<file path="src/rtl/rv32i_mem_arbiter.sv">
// rv32i_mem_arbiter: shares one word-addressed, fixed-latency memory between instruction
// fetch (IF), load/store (LS) and a debug/loader port (DBG). One transaction is in flight at a
// time: IDLE -> GRANT (mem_en strobe) -> WAIT (MEM_LAT cycles) -> RESP (rvalid to the owner).
//
// Ports:
//   clk, RN               clock, synchronous active-high reset
//   if_*                  IF read requester (req/addr in, gnt/rvalid/rdata out)
//   ls_*                  LS load/store requester (req/we/addr/wdata in, gnt/rvalid/rdata out)
//   dbg_*                 DBG load/store requester (same shape as LS)
//   mem_*                 memory side: en/we/addr/wdata out, rdata in (valid MEM_LAT after en)
//   pipe_stall            pipeline hold while IF/LS requests or transactions are pending
module rv32i_mem_arbiter #(
    parameter int unsigned AW         = 5,
    parameter int unsigned DW         = 32,
    parameter int unsigned MEM_LAT    = 2,
    parameter int unsigned STARVE_MAX = 4
) (
    input  logic          clk,
    input  logic          RN,
    input  logic          if_req,
    input  logic [AW-1:0] if_addr,
    output logic          if_gnt,
    output logic          if_rvalid,
    output logic [DW-1:0] if_rdata,
    input  logic          ls_req,
    input  logic          ls_we,
    input  logic [AW-1:0] ls_addr,
    input  logic [DW-1:0] ls_wdata,
    output logic          ls_gnt,
    output logic          ls_rvalid,
    output logic [DW-1:0] ls_rdata,
    input  logic          dbg_req,
    input  logic          dbg_we,
    input  logic [AW-1:0] dbg_addr,
    input  logic [DW-1:0] dbg_wdata,
    output logic          dbg_gnt,
    output logic          dbg_rvalid,
    output logic [DW-1:0] dbg_rdata,
    output logic          mem_en,
    output logic          mem_we,
    output logic [AW-1:0] mem_addr,
    output logic [DW-1:0] mem_wdata,
    input  logic [DW-1:0] mem_rdata,
    output logic          pipe_stall
);

    localparam logic [3:0] LatInit   = 4'(MEM_LAT);
    localparam logic [3:0] StarveLim = 4'(STARVE_MAX);

    typedef enum logic [1:0] {StIdle, StGrant, StWait, StResp} state_e;
    typedef enum logic [1:0] {OwnNone, OwnIf, OwnLs, OwnDbg} owner_e;

    state_e          state_q, state_d;
    owner_e          owner_q, owner_d;
    owner_e          win;
    logic            we_q, we_d;
    logic [AW-1:0]   addr_q, addr_d;
    logic [DW-1:0]   wdata_q, wdata_d;
    logic [3:0]      cnt_q, cnt_d;
    logic [3:0]      starve_q, starve_d;
    logic [DW-1:0]   if_rdata_q, if_rdata_d;
    logic [DW-1:0]   ls_rdata_q, ls_rdata_d;
    logic [DW-1:0]   dbg_rdata_q, dbg_rdata_d;

    // Fixed priority, except a starved DBG overrides everyone.
    always_comb begin
        win = OwnNone;
        if (dbg_req && (starve_q == StarveLim)) begin
            win = OwnDbg;
        end else if (ls_req) begin
            win = OwnLs;
        end else if (if_req) begin
            win = OwnIf;
        end else if (dbg_req) begin
            win = OwnDbg;
        end
    end

    always_comb begin
        state_d     = state_q;
        owner_d     = owner_q;
        we_d        = we_q;
        addr_d      = addr_q;
        wdata_d     = wdata_q;
        cnt_d       = cnt_q;
        starve_d    = starve_q;
        if_rdata_d  = if_rdata_q;
        ls_rdata_d  = ls_rdata_q;
        dbg_rdata_d = dbg_rdata_q;

        unique case (state_q)
            StIdle, StResp: begin
                if (win == OwnNone) begin
                    state_d = StIdle;
                end else begin
                    state_d = StGrant;
                    owner_d = win;
                    unique case (win)
                        OwnIf: begin
                            we_d    = 1'b0;
                            addr_d  = if_addr;
                            wdata_d = '0;
                        end
                        OwnLs: begin
                            we_d    = ls_we;
                            addr_d  = ls_addr;
                            wdata_d = ls_wdata;
                        end
                        OwnDbg: begin
                            we_d    = dbg_we;
                            addr_d  = dbg_addr;
                            wdata_d = dbg_wdata;
                        end
                        default: ;
                    endcase
                    if (win == OwnDbg) begin
                        starve_d = '0;
                    end else if (dbg_req && (starve_q != StarveLim)) begin
                        starve_d = starve_q + 4'd1;
                    end
                end
            end
            StGrant: begin
                cnt_d   = LatInit;
                state_d = StWait;
            end
            StWait: begin
                cnt_d = cnt_q - 4'd1;
                // Counter at 1 marks cycle GRANT+MEM_LAT, when mem_rdata is valid.
                if (cnt_q == 4'd1) begin
                    state_d = StResp;
                    if (!we_q) begin
                        unique case (owner_q)
                            OwnIf:   if_rdata_d  = mem_rdata;
                            OwnLs:   ls_rdata_d  = mem_rdata;
                            OwnDbg:  dbg_rdata_d = mem_rdata;
                            default: ;
                        endcase
                    end
                end
            end
            default: state_d = StIdle;
        endcase

        if (!dbg_req) begin
            starve_d = '0;
        end
    end

    always_ff @(posedge clk) begin
        if (RN) begin
            state_q     <= StIdle;
            owner_q     <= OwnNone;
            we_q        <= 1'b0;
            addr_q      <= '0;
            wdata_q     <= '0;
            cnt_q       <= '0;
            starve_q    <= '0;
            if_rdata_q  <= '0;
            ls_rdata_q  <= '0;
            dbg_rdata_q <= '0;
        end else begin
            state_q     <= state_d;
            owner_q     <= owner_d;
            we_q        <= we_d;
            addr_q      <= addr_d;
            wdata_q     <= wdata_d;
            cnt_q       <= cnt_d;
            starve_q    <= starve_d;
            if_rdata_q  <= if_rdata_d;
            ls_rdata_q  <= ls_rdata_d;
            dbg_rdata_q <= dbg_rdata_d;
        end
    end

    // Handshake outputs decode registered state only; no req-to-gnt path.
    always_comb begin
        mem_en     = (state_q == StGrant);
        mem_we     = we_q;
        mem_addr   = addr_q;
        mem_wdata  = wdata_q;
        if_gnt     = mem_en && (owner_q == OwnIf);
        ls_gnt     = mem_en && (owner_q == OwnLs);
        dbg_gnt    = mem_en && (owner_q == OwnDbg);
        if_rvalid  = (state_q == StResp) && (owner_q == OwnIf);
        ls_rvalid  = (state_q == StResp) && (owner_q == OwnLs);
        dbg_rvalid = (state_q == StResp) && (owner_q == OwnDbg);
        if_rdata   = if_rdata_q;
        ls_rdata   = ls_rdata_q;
        dbg_rdata  = dbg_rdata_q;
        pipe_stall = if_req || ls_req ||
                     (((owner_q == OwnIf) || (owner_q == OwnLs)) &&
                      ((state_q == StGrant) || (state_q == StWait)));
    end

endmodule

</file>
<file path="config.mk">
export PLATFORM = sky130hd
export DESIGN_NAME = rv32i_mem_arbiter
export DESIGN_NICKNAME = d
export VERILOG_FILES = /design/src/rtl/rv32i_mem_arbiter.sv
export SDC_FILE = /design/constraint.sdc
export NUM_CORES = 1
export LEC_CHECK = 0
export BUFFER_PORTS_ARGS = -buffer_cell sky130_fd_sc_hd__buf_2
export CAP_MARGIN = 25
export CORE_MARGIN = 2
export CORE_UTILIZATION = 47
export DETAILED_ROUTE_END_ITERATION = 6
export GPL_TIMING_DRIVEN = 0
export PLACE_DENSITY_LB_ADDON = 0.15
export SLEW_MARGIN = 20
export SYNTH_ARGS = -nofsm -noshare
export SYNTH_HDL_FRONTEND = slang
export SYNTH_SLANG_ARGS = --single-unit
</file>
<file path="constraint.sdc">
create_clock -name clk -period 2.1 [get_ports clk]
set_input_delay 0.42 -clock clk [delete_from_list [all_inputs] [get_ports clk]]
set_output_delay 0.42 -clock clk [all_outputs]
set_load 0.02 [all_outputs]
</file>
# == Word level (Yosys, flattened, before mapping) ==
# Index checks and enable logic that the tools add are counted.
# word_totals
ff_bits,146
latch_bits,0
ram_bits,0
mem_bits_ro,0
inputBits,118
out_inout_bits,142
n_memories,0
# op_classes
addsub,2
n_mul,0
div,0
magnitude_cmp,0
n_eq_ne,13
n_shift,0
muxes,13
bitwise,3
n_reduce_logical,26
# ops
op,count
$pmux 32 s3,1
$pmux 5 s3,1
$eq 2x2->1 const B,6
$reduce_and 4->1,3
$mux 2,5
$logic_and 1x1->1,9
$mux 4,2
$pmux 4 s2,1
$eq 2x1->1 const B,3
$pmux 2 s3,1
$reduce_and 3->1,2
$add 4x1->4 const B,1
$eq 4x1->1 const B,1
$eq 4x3->1 const B,1
$logic_not 2->1,2
$logic_or 1x1->1,4
$ne 4x3->1 const B,1
$reduce_bool 2->1,2
$reduce_or 2->1,2
$sub 4x1->4 const B,1
$not 1->1,3
$pmux 1 s3,1
$reduce_bool 3->1,1
$ne 2x2->1 const B,1
other kinds (2),2

# == Depth between registers and ports, before layout ==
# Gate-level depths: netlist of the first run.
# logic_depth
ltp_word,7
mapped_depth,8

# == Least setup slack after synthesis of the first run ==
# Ideal clock, no wire load.
# synth_timing
path_kind,register -> output
start,reg state_q[0]
end,out pipe_stall
t_arrival_ns,1.439
setup_slack_ns,0.241
path_stages_with_launch,5
path_buffers,1
cell_sequence,dfxtp_1 > inv_1 > ha_1 > clkbuf_1 > o21ai_0
# synth_between
elab_chain_cells,4
# synth_lines
item,line,text
start: declaration,53,"state_e state_q, state_d;"
start signal: assignment,152,state_q <= StIdle;
start signal: assignment,163,state_q <= state_d;
$eq 2x1->1 or $eq 2x2->1 (tied branches),193,((state_q == StGrant) || (state_q == StWait)));
$logic_or 1x1->1 (*),193,
$logic_and 1x1->1 (*),192,(((owner_q == OwnIf) || (owner_q == OwnLs)) &&
$logic_or 1x1->1 (*),191,pipe_stall = if_req || ls_req ||
end: declaration,44,output logic pipe_stall
# Mark *: on every way between the ends. The rest lies on a longest branch, timed or not.

# == Worst setup path in the final report of the first run ==
# Ends and elaborated chain as after synthesis.

==> results of run 1 <==
layout by cell type (no fill, tap or decap), drive strengths merged, types with 2 or more instances in the layout:
| master | count |
|---|---|
| buf | 283 |
| nand2 | 203 |
| dfxtp | 146 |
| a21oi | 106 |
| clkbuf | 52 |
| nor2 | 47 |
| a221oi | 38 |
| nor3 | 37 |
| ha | 10 |
| inv | 8 |
| a211oi | 7 |
| and2 | 6 |
| nand3 | 5 |
| and3 | 4 |
| nand2b | 4 |
| o21ai | 4 |
| clkinv | 4 |
| nor2b | 3 |
| o31ai | 2 |
power breakdown:
part / switching [mW] / internal [mW] / total [mW]
sequential: 0.233 / 3.17 / 3.40
clock: 1.08 / 1.63 / 2.71
combinational: 1.95 / 1.14 / 3.09
critical path, stage by stage, from the launching register on:
cell and delay [ns]:
dfxtp_2 0.35, inv_1 0.07, ha_4 0.26, buf_4 0.17
o21ai_2 0.13, buf_4 0.15
sequential cells by signal, summed over array words and instances, names as in the netlist:
register   cells
dbg_rdata     32
if_rdata      32
owner_q        2
ls_rdata      32
starve_q       4
cnt_q          4
state_q        2
mem_we         1
mem_addr       5
mem_wdata     32
stage by stage:
stage | total power [mW] | hold WS, ns | setup slack (ns) | cells
after global placement | 6.42 | 0.439 | 0.128 | 1123
after CTS | 9.20 | 0.237 | 0.0237 | 1151
final | 9.20 | 0.248 | 0.128 | 1151
after floorplan | 5.46 | 0.444 | 0.241 | 697
after detailed placement | 6.46 | 0.443 | 0.0780 | 1123
after global routing | 9.73 | 0.248 | 0.0108 | 1151
cells by family (layout without fill, tap and decap cells):
kind of cell             after synthesis  in the layout  share of synthesized area, %
AO/OA/AOI/OAI                        161            161                          19.1
flip-flops                           146            146                          50.3
AND/OR/NAND/NOR                      317            317                          23.1
adder cells (fa/ha/maj)               10             10                          2.15
buffers and inverters                 63            349                          5.39
cell type report:
cell class	count	area [um2]	share of cell area [%]
inverter	8	30.0	0.382
clock inverter	6	61.3	0.781
sequential	146	2920	37.2
timing repair buffer	258	1290	16.5
buffer	55	287	3.65
clock buffer	22	454	5.78
tap	168	210	2.68
multi-input combinational	488	2590	33.0
final timing paths:
check / startpoint / endpoint / slack (ns) / cells after the start
setup / recovery: state_q[0] / pipe_stall / 0.13 / 5
hold / removal: dbg_addr[0] / mem_addr[0] / 0.25 / 3
setup reg to reg: starve_q[0] / mem_wdata[19] / 0.19 / 8
hold reg to reg: ls_rdata[3] / ls_rdata[3] / 0.45 / 2
metal layers:
layer	GRT usage (%)	vias to the layer above	routed length, um
met2	45.7	219	8560
met1	30.6	2625	7370
met3	6.59	20	1110
li1	-	2923	-
met5	0	-	0
met4	9.40	0	299
==> impl_metrics.env, run 1 <==
export IMPL_post_route_cells_drive_above_1_share_pct=34.1
export IMPL_synth_top_area_cell="dfxtp_1"
export IMPL_yosysWarnings=0
export IMPL_outcome="completed"
export IMPL_cts_tree="done"
export IMPL_wl_um=17300
export IMPL_setup_viol=0
export IMPL_final_nets=1102
export IMPL_slew_headroom_pct=51.6
export IMPL_io_buffers=258
export IMPL_vias=5787
export IMPL_power_density_nw_per_um2=1170
export IMPL_ctsHoldBuffers=0
export IMPL_startpoint_type="flip-flop"
export IMPL_yosysUniqueCellTypes=36
export IMPL_cts_root_buf="clkbuf_16"
export IMPL_async_flop_share_pct=0
export IMPL_final_hold_viol_count=0
export IMPL_setup_tns_ns=0
export IMPL_final_max_slew_viol_count=0
export IMPL_post_route_util_pct=65.1
export IMPL_ir_drop_v=0.000914
export IMPL_fillers=1129
export IMPL_clk_latency_ns=0.42
export IMPL_synth_most_common_cell="nand2_1"
export IMPL_grt_usage_pct=25.9
export IMPL_cts_buffer_depth=2
export IMPL_final_antenna_net_count=0
export IMPL_drc=0
export IMPL_worstPathMaxFanout=10
export IMPL_fmax_mhz=507
export IMPL_gp_congestion=0.793
export IMPL_finClkSkew_ns=0.00638
export IMPL_cp_required_ns=1.68
export IMPL_h_tree_depth=4
export IMPL_num_rows=40
export IMPL_cp_arrival_ns=1.55
export IMPL_die_h_um=115
export IMPL_fin_area_um2=7860
export IMPL_cts_made_buffers=17
export IMPL_min_path_type="primary input to flip-flop"
export IMPL_synth_area_top_cells="dfxtp_1 50%, nand2_1 13%, a21oi_1 9.1%, a221oi_2 5.2%, nor3_1 3.1%"
export IMPL_fp_dieArea_um2=13300
export IMPL_firstDrtPassIters=6
export IMPL_clock_sinks=146
export IMPL_leakage_nw=3.51
export IMPL_syn_inst=697
export IMPL_dp_final_hpwl_um=13200
export IMPL_period_share_pct=93.9
export IMPL_grt_pass1_wl_um=26600
export IMPL_synth_top_area_share_pct=50.3
export IMPL_tightest_slew_ns=0.720
export IMPL_post_cts_buffers=0
export IMPL_place_area_um2=7310
export IMPL_syn_to_final_growth_pct=35.2
export IMPL_synth_edf_count=0
export IMPL_yosys_top_cells_count="203 x nand2_1, 146 x dfxtp_1, 106 x a21oi_1, 46 x nor2_1, 36 x nor3_1"
export IMPL_mappedNetlistNets=825
export IMPL_fin_crit_ns=1.97
export IMPL_first_iter_violations=346
export IMPL_core_area_um2=12100
export IMPL_grt_overflow=0
export IMPL_initial_core_util_pct=48.2
export IMPL_max_cap_violations=0
export IMPL_wl_per_cell_um=15.1
export IMPL_io_pins=260
export IMPL_rsz0062_at_grt="no"
export IMPL_grt_max_degree=17
export IMPL_dieWidth_um=115
export IMPL_antenna_found_initial=0
export IMPL_num_antenna_cells=0
export IMPL_critPathKind="flip-flop to output pin"
export IMPL_clk_pin_slew_ns=0.05
export IMPL_endpoint_kind="output pin"
export IMPL_post_cts_resized=4
export IMPL_seq_area_frac_synth_pct=50.3
export IMPL_avgSynthCellArea_um2=8.33
export IMPL_avgViaCountPerCell=5.03
export IMPL_syn_area_um2=5810
export IMPL_synth_ff_type="dfxtp_1"
export IMPL_grt_pass1_vias=5312
export IMPL_ys_ff_latch=146
Power figures use the tool's default switching activity.
==> run 2, diff against run 1 <==
ABC_AREA = 1   (was unset)
CORE_UTILIZATION = 48   (was 47)
REMOVE_ABC_BUFFERS = 1   (was unset)
==> run 2 against run 1 <==
Compared with the run above: total power grew 2.1%; synthesized area grew 6.9%; synthesized cell count grew 25%; first-iteration DRC count grew 36%; global-route usage shrank 0.44 points; sequential share of layout area shrank 1.5 points; wire length grew 7.1%; clock power grew 9.2%; critical endpoint unchanged.
==> impl_metrics.env, run 2 <==
export IMPL_fillers=1259
export IMPL_grt_usage_pct=25.5
export IMPL_p_total_mw=9.39
export IMPL_leakage_nw=4.10
export IMPL_holdCritStartpoint="mem_rdata[19]"
export IMPL_grt_overflow=0
export IMPL_post_route_cells_drive_above_1_share_pct=28.6
export IMPL_clock_sinks=146
export IMPL_syn_inst=869
export IMPL_startpoint_type="flip-flop"
export IMPL_clk_latency_ns=0.41
export IMPL_cp_required_ns=1.68
export IMPL_antenna_found_initial=0
export IMPL_cts_tree="done"
export IMPL_synth_most_common_cell="nor2_1"
export IMPL_avgSynthCellArea_um2=7.15
export IMPL_max_cap_violations=0
export IMPL_yosysUniqueCellTypes=26
export IMPL_final_antenna_net_count=0
export IMPL_vias=6487
export IMPL_final_hold_viol_count=0
export IMPL_dieWidth_um=118
export IMPL_synth_top_area_cell="dfxtp_1"
export IMPL_gp_congestion=0.785
export IMPL_fp_dieArea_um2=13900
export IMPL_num_rows=41
export IMPL_initial_core_util_pct=49.2
export IMPL_seq_area_frac_synth_pct=47.1
export IMPL_wl_per_cell_um=14.6
export IMPL_power_density_nw_per_um2=1150
export IMPL_synth_top_area_share_pct=47.1
export IMPL_die_h_um=118
export IMPL_setup_viol=0
export IMPL_critPathKind="flip-flop to output pin"
export IMPL_io_pins=260
export IMPL_ff2ff_path_depth=7
export IMPL_finClkSkew_ns=0.00712
export IMPL_fin_crit_ns=2.00
export IMPL_synth_area_top_cells="dfxtp_1 47%, nor2_1 17%, o21ai_0 8.3%, nand3_1 6.5%, nand4_1 3.9%"
export IMPL_final_nets=1218
export IMPL_yosysWarnings=0
export IMPL_async_flop_share_pct=0
export IMPL_tightest_slew_ns=0.789
export IMPL_syn_area_um2=6210
export IMPL_mostFrequentLayoutCell="nor2_1"
export IMPL_grt_max_degree=77
export IMPL_min_to="dbg_rdata[19]"
export IMPL_r2r_start="starve_q[2]"
export IMPL_r2r_slack_ns=0.14
export IMPL_outcome="completed"
export IMPL_drc=0
export IMPL_slew_headroom_pct=47.4
export IMPL_h_tree_depth=4
export IMPL_grt_pass1_wl_um=29000
export IMPL_min_path_cells=3
export IMPL_cts_root_buf="clkbuf_16"
export IMPL_cts_made_buffers=17
export IMPL_grt_pass1_vias=5885
export IMPL_final_max_slew_viol_count=0
export IMPL_ir_drop_v=0.000731
export IMPL_period_share_pct=95.4
export IMPL_post_route_util_pct=64.9
export IMPL_setup_ws_ns=0.0964
export IMPL_clk_pin_slew_ns=0.06
export IMPL_io_buffers=259
export IMPL_avgViaCountPerCell=5.09
export IMPL_core_area_um2=12600
export IMPL_r2r_end="starve_q[3]"
export IMPL_min_path_type="primary input to flip-flop"
export IMPL_dp_final_hpwl_um=11700
export IMPL_cts_buffer_depth=2
export IMPL_syn_to_final_growth_pct=31.8
export IMPL_endpoint_kind="output pin"
export IMPL_first_iter_violations=470
export IMPL_fmax_mhz=499
export IMPL_mostFrequentLayoutCells="277 x nor2_1, 259 x buf_2, 146 x dfxtp_1, 103 x o21ai_0, 78 x nand3_1"
export IMPL_post_place_ws_ns=-0.677
export IMPL_ys_ff_latch=146
export IMPL_synth_edf_count=0
export IMPL_wl_um=18600
export IMPL_cp_arrival_ns=1.58
export IMPL_place_area_um2=7480
export IMPL_num_antenna_cells=0
export IMPL_ctsHoldBuffers=0
export IMPL_fin_area_um2=8190
export IMPL_worstPathMaxFanout=10
export IMPL_yosys_top_cells_count="278 x nor2_1, 146 x dfxtp_1, 103 x o21ai_0, 81 x nand3_1, 60 x inv_1"
export IMPL_synth_ff_type="dfxtp_1"
export IMPL_firstDrtPassIters=4
-- run 2: area by class of cell --
type                            instances  area [um2]  share of cell area (%)
Tap cell                              172         215                    2.63
Timing Repair Buffer                  261        1340                    16.4
Clock buffer                           19         443                    5.41
Inverter                               63         268                    3.27
Multi-Input combinational cell        601        2860                    35.0
Clock inverter                         12         133                    1.62
Sequential cell                       146        2920                    35.7
-- run 2: kinds of logic after synthesis --
family,count (synthesis),synth area share (%)
simple gates,463,31.4
flops,146,47.1
buf+inv,125,8.92
compound gates,122,10.2
fa+ha+maj,10,2.01
xor+xnor,3,0.423
-- run 2: metal layers --
layer / global-route usage (%) / part of all wire, % / up-vias
met5: 0 / 0 / -
met4: 8.28 / 1.9 / 0
met3: 6.54 / 7.9 / 25
met2: 43.2 / 47 / 258
met1: 31.7 / 43 / 2949
li1: - / - / 3255
-- run 2: repair_timing --
item | in CTS | in global routing
pin swaps | 0 | 3
gates cloned | 0 | 3
resized for setup | 12 | 10
buffers inserted | 0 | 0
endpoints found under the setup margin | 141 | 139
-- run 2: worst max-delay path, stage by stage (launching register included) --
cell,delay [ns]
dfxtp_1,0.38
inv_1,0.09
ha_4,0.29
o211ai_1,0.20
buf_2,0.21
-- run 2: stage by stage --
| stage | hold slack, ns | std cells | TNS, ns |
|---|---|---|---|
| after global placement | 0.456 | 1238 | -184.54 |
| after floorplan | 0.470 | 807 | -9.89 |
| final | 0.281 | 1274 | 0 |
| after global routing | 0.276 | 1274 | -0.0247 |
| after CTS | 0.265 | 1271 | -22.77 |
| after detailed placement | 0.464 | 1240 | -71.56 |
-- run 2: power breakdown --
part	switching [mW]	total (mW)	leakage, nW	internal (mW)
combinational	1.98	2.96	2.64	0.982
sequential	0.259	3.48	1.19	3.22
clock	1.18	2.96	0.276	1.78
total	3.42	9.39	4.10	5.98
-- run 2: worst max-delay path by stage --
| stage | depth (start not counted) | start | slack [ns] | to |
|---|---|---|---|---|
| after floorplan | 6 | dbg_req | -0.19 | mem_wdata[0] |
| after global placement | 7 | dbg_req | -1.38 | mem_wdata[2] |
| final | 4 | state_q[0] | 0.1 | pipe_stall |
| after CTS | 7 | state_q[1] | -0.29 | if_rdata[27] |
| after detailed placement | 10 | starve_q[0] | -0.68 | mem_wdata[2] |
| after global routing | 7 | starve_q[2] | -0.009 | starve_q[2] |
==> run 3, diff against run 2 <==
BUFFER_PORTS_ARGS = unset   (was -buffer_cell sky130_fd_sc_hd__buf_2)
CORE_UTILIZATION = 61   (was 48)
DONT_BUFFER_PORTS = 1   (was unset)
==> run 3 against run 2 <==
Compared with the run above: design area is 15% lower; critical path type unchanged; setup slack got worse by 0.048 ns; non-clock buffer count down 250; sequential power is 17% higher; largest cell class unchanged.
==> impl_metrics.env, run 3 (same netlist as run 2, synthesis figures left out) <==
export IMPL_io_pins=260
export IMPL_clock_sinks=146
export IMPL_clk_latency_ns=0.53
export IMPL_fin_crit_ns=2.05
export IMPL_ir_drop_v=0.000929
export IMPL_cp_depth=3
export IMPL_holdCritStartpoint="RN"
export IMPL_cts_buffer_depth=2
export IMPL_tightest_slew_ns=1.05
export IMPL_dp_final_hpwl_um=10900
export IMPL_ff2ff_path_depth=7
export IMPL_wl_per_cell_um=16.7
export IMPL_period_share_pct=97.7
export IMPL_cp_arrival_ns=1.63
export IMPL_final_antenna_net_count=0
export IMPL_cts_tree="done"
export IMPL_drc=0
export IMPL_power_density_nw_per_um2=1300
export IMPL_critPathKind="flip-flop to output pin"
export IMPL_grt_pass1_vias=5271
export IMPL_grt_usage_pct=29.6
export IMPL_p_sw_share_pct=35.8
export IMPL_slew_headroom_pct=29.6
export IMPL_syn_to_final_growth_pct=11.5
export IMPL_fp_dieArea_um2=11000
export IMPL_cpPeakStageDelay_ns=0.45
export IMPL_crit_chain="inv_1 > ha_4 > o211ai_1"
export IMPL_stdcell_count=983
export IMPL_mostFrequentLayoutCell="nor2_1"
export IMPL_setup_viol=0
export IMPL_gp_congestion=0.836
export IMPL_vias=5664
export IMPL_grt_pass1_wl_um=26100
export IMPL_dieWidth_um=105
export IMPL_r2r_start="starve_q[2]"
export IMPL_io_buffers=0
export IMPL_setup_tns_ns=0
export IMPL_crit_path_end="pipe_stall"
export IMPL_finClkSkew_ns=0.0148
export IMPL_fmax_mhz=487
export IMPL_avgViaCountPerCell=5.76
export IMPL_min_path_type="primary input to flip-flop"
export IMPL_initial_core_util_pct=63.3
export IMPL_worst_path_buf_inv=1
export IMPL_worstPathMaxFanout=8
export IMPL_comb_power_share_pct=21.6
export IMPL_h_tree_depth=4
export IMPL_post_place_ws_ns=-0.518
export IMPL_switchingPower_mw=3.23
export IMPL_num_rows=36
export IMPL_p_clk_share_pct=33.2
export IMPL_cp_required_ns=1.68
export IMPL_power_internal_mw=5.79
export IMPL_r2r_slack_ns=0.19
export IMPL_seq_power_share_pct=45.2
export IMPL_startpoint="state_q[0]"
export IMPL_outcome="completed"
export IMPL_leakage_nw=2.92
export IMPL_clk_pin_slew_ns=0.07
export IMPL_final_nets=965
export IMPL_core_area_um2=9820
export IMPL_grt_overflow=0
export IMPL_dp_cells=945
export IMPL_cpLargestDelayFamily="compound AO/OA/AOI/OAI gates"
export IMPL_r2r_end="starve_q[2]"
export IMPL_startpoint_type="flip-flop"
export IMPL_setup_ws_ns=0.0485
export IMPL_whs_ns=0.0383
export IMPL_mostFrequentLayoutCells="277 x nor2_1, 143 x dfxtp_1, 103 x o21ai_0, 78 x nand3_1, 59 x nand2_1"
export IMPL_wl_um=16400
export IMPL_grt_max_degree=108
export IMPL_cpMaxStageDelayCell="o211ai_1"
export IMPL_num_antenna_cells=0
export IMPL_cts_made_buffers=17
export IMPL_antenna_found_initial=0
export IMPL_first_iter_violations=300
export IMPL_die_h_um=105
export IMPL_cts_root_buf="clkbuf_8"
export IMPL_p_total_mw=9.02
export IMPL_endpoint_kind="output pin"
export IMPL_max_cap_violations=0
export IMPL_firstDrtPassIters=5
export IMPL_post_route_cells_drive_above_1_share_pct=7.53
export IMPL_final_max_slew_viol_count=0
export IMPL_final_hold_viol_count=0
[run 3: tightest hold or removal path, stage by stage]
cell and delay (ns):
nor2_1 0.02, nand2_1 0.05, inv_1 0.03
[run 3: power by group through the flow]
stage / logic, mW / registers (mW) / clock network [mW]
2_1_floorplan: 1.43 / 3.97 / 0
3_3_place_gp: 1.69 / 4.11 / 0
3_5_place_dp: 1.80 / 4.12 / 0
4_1_cts: 1.88 / 4.07 / 3.01
5_1_grt: 2.26 / 4.12 / 3.14
6_report: 1.95 / 4.08 / 2.99
[run 3: worst min-delay path by stage]
stage / to / cells after the start
floorplan: owner_q[1] / 2
global placement: owner_q[0] / 2
detailed placement: owner_q[1] / 2
CTS: mem_wdata[28] / 3
global route: mem_wdata[7] / 3
finish: mem_wdata[29] / 3
[run 3: layout make-up]
type | instances | area (um2)
clock buffer | 20 | 435
inverter | 63 | 254
multi-input combinational | 598 | 2830
fill | 802 | 2890
clock inverter | 12 | 156
tap | 133 | 166
timing repair buffer | 11 | 153
sequential | 146 | 2930
[run 3: metal layers]
| metal | track usage, % | up-vias | wire length (um) | share of wire, % |
|---|---|---|---|---|
| li1 | - | 2746 | - | - |
| met1 | 32.3 | 2611 | 6200 | 38 |
| met2 | 52.7 | 276 | 8290 | 50 |
| met3 | 10.6 | 31 | 1580 | 9.6 |
| met4 | 10.4 | 0 | 357 | 2.2 |
| met5 | 0 | - | 0 | 0 |
[run 3: stage by stage]
| stage | utilization, % | area [um2] |
|---|---|---|
| floorplan | - | 5890 |
| global placement | 61.7 | 6060 |
| detailed placement | 63.0 | 6180 |
| CTS | 70.0 | 6870 |
| global route | 70.5 | 6930 |
| finish | 70.5 | 6930 |
[run 3: what timing repair did]
| action | CTS | global route |
|---|---|---|
| setup buffers | 2 | 3 |
| gates resized for setup | 16 | 8 |
| endpoints found under the setup margin | 141 | 69 |
| hold buffers | 1 | 0 |
| pin swaps | 1 | 4 |
| hold endpoints to repair | 2 | 0 |
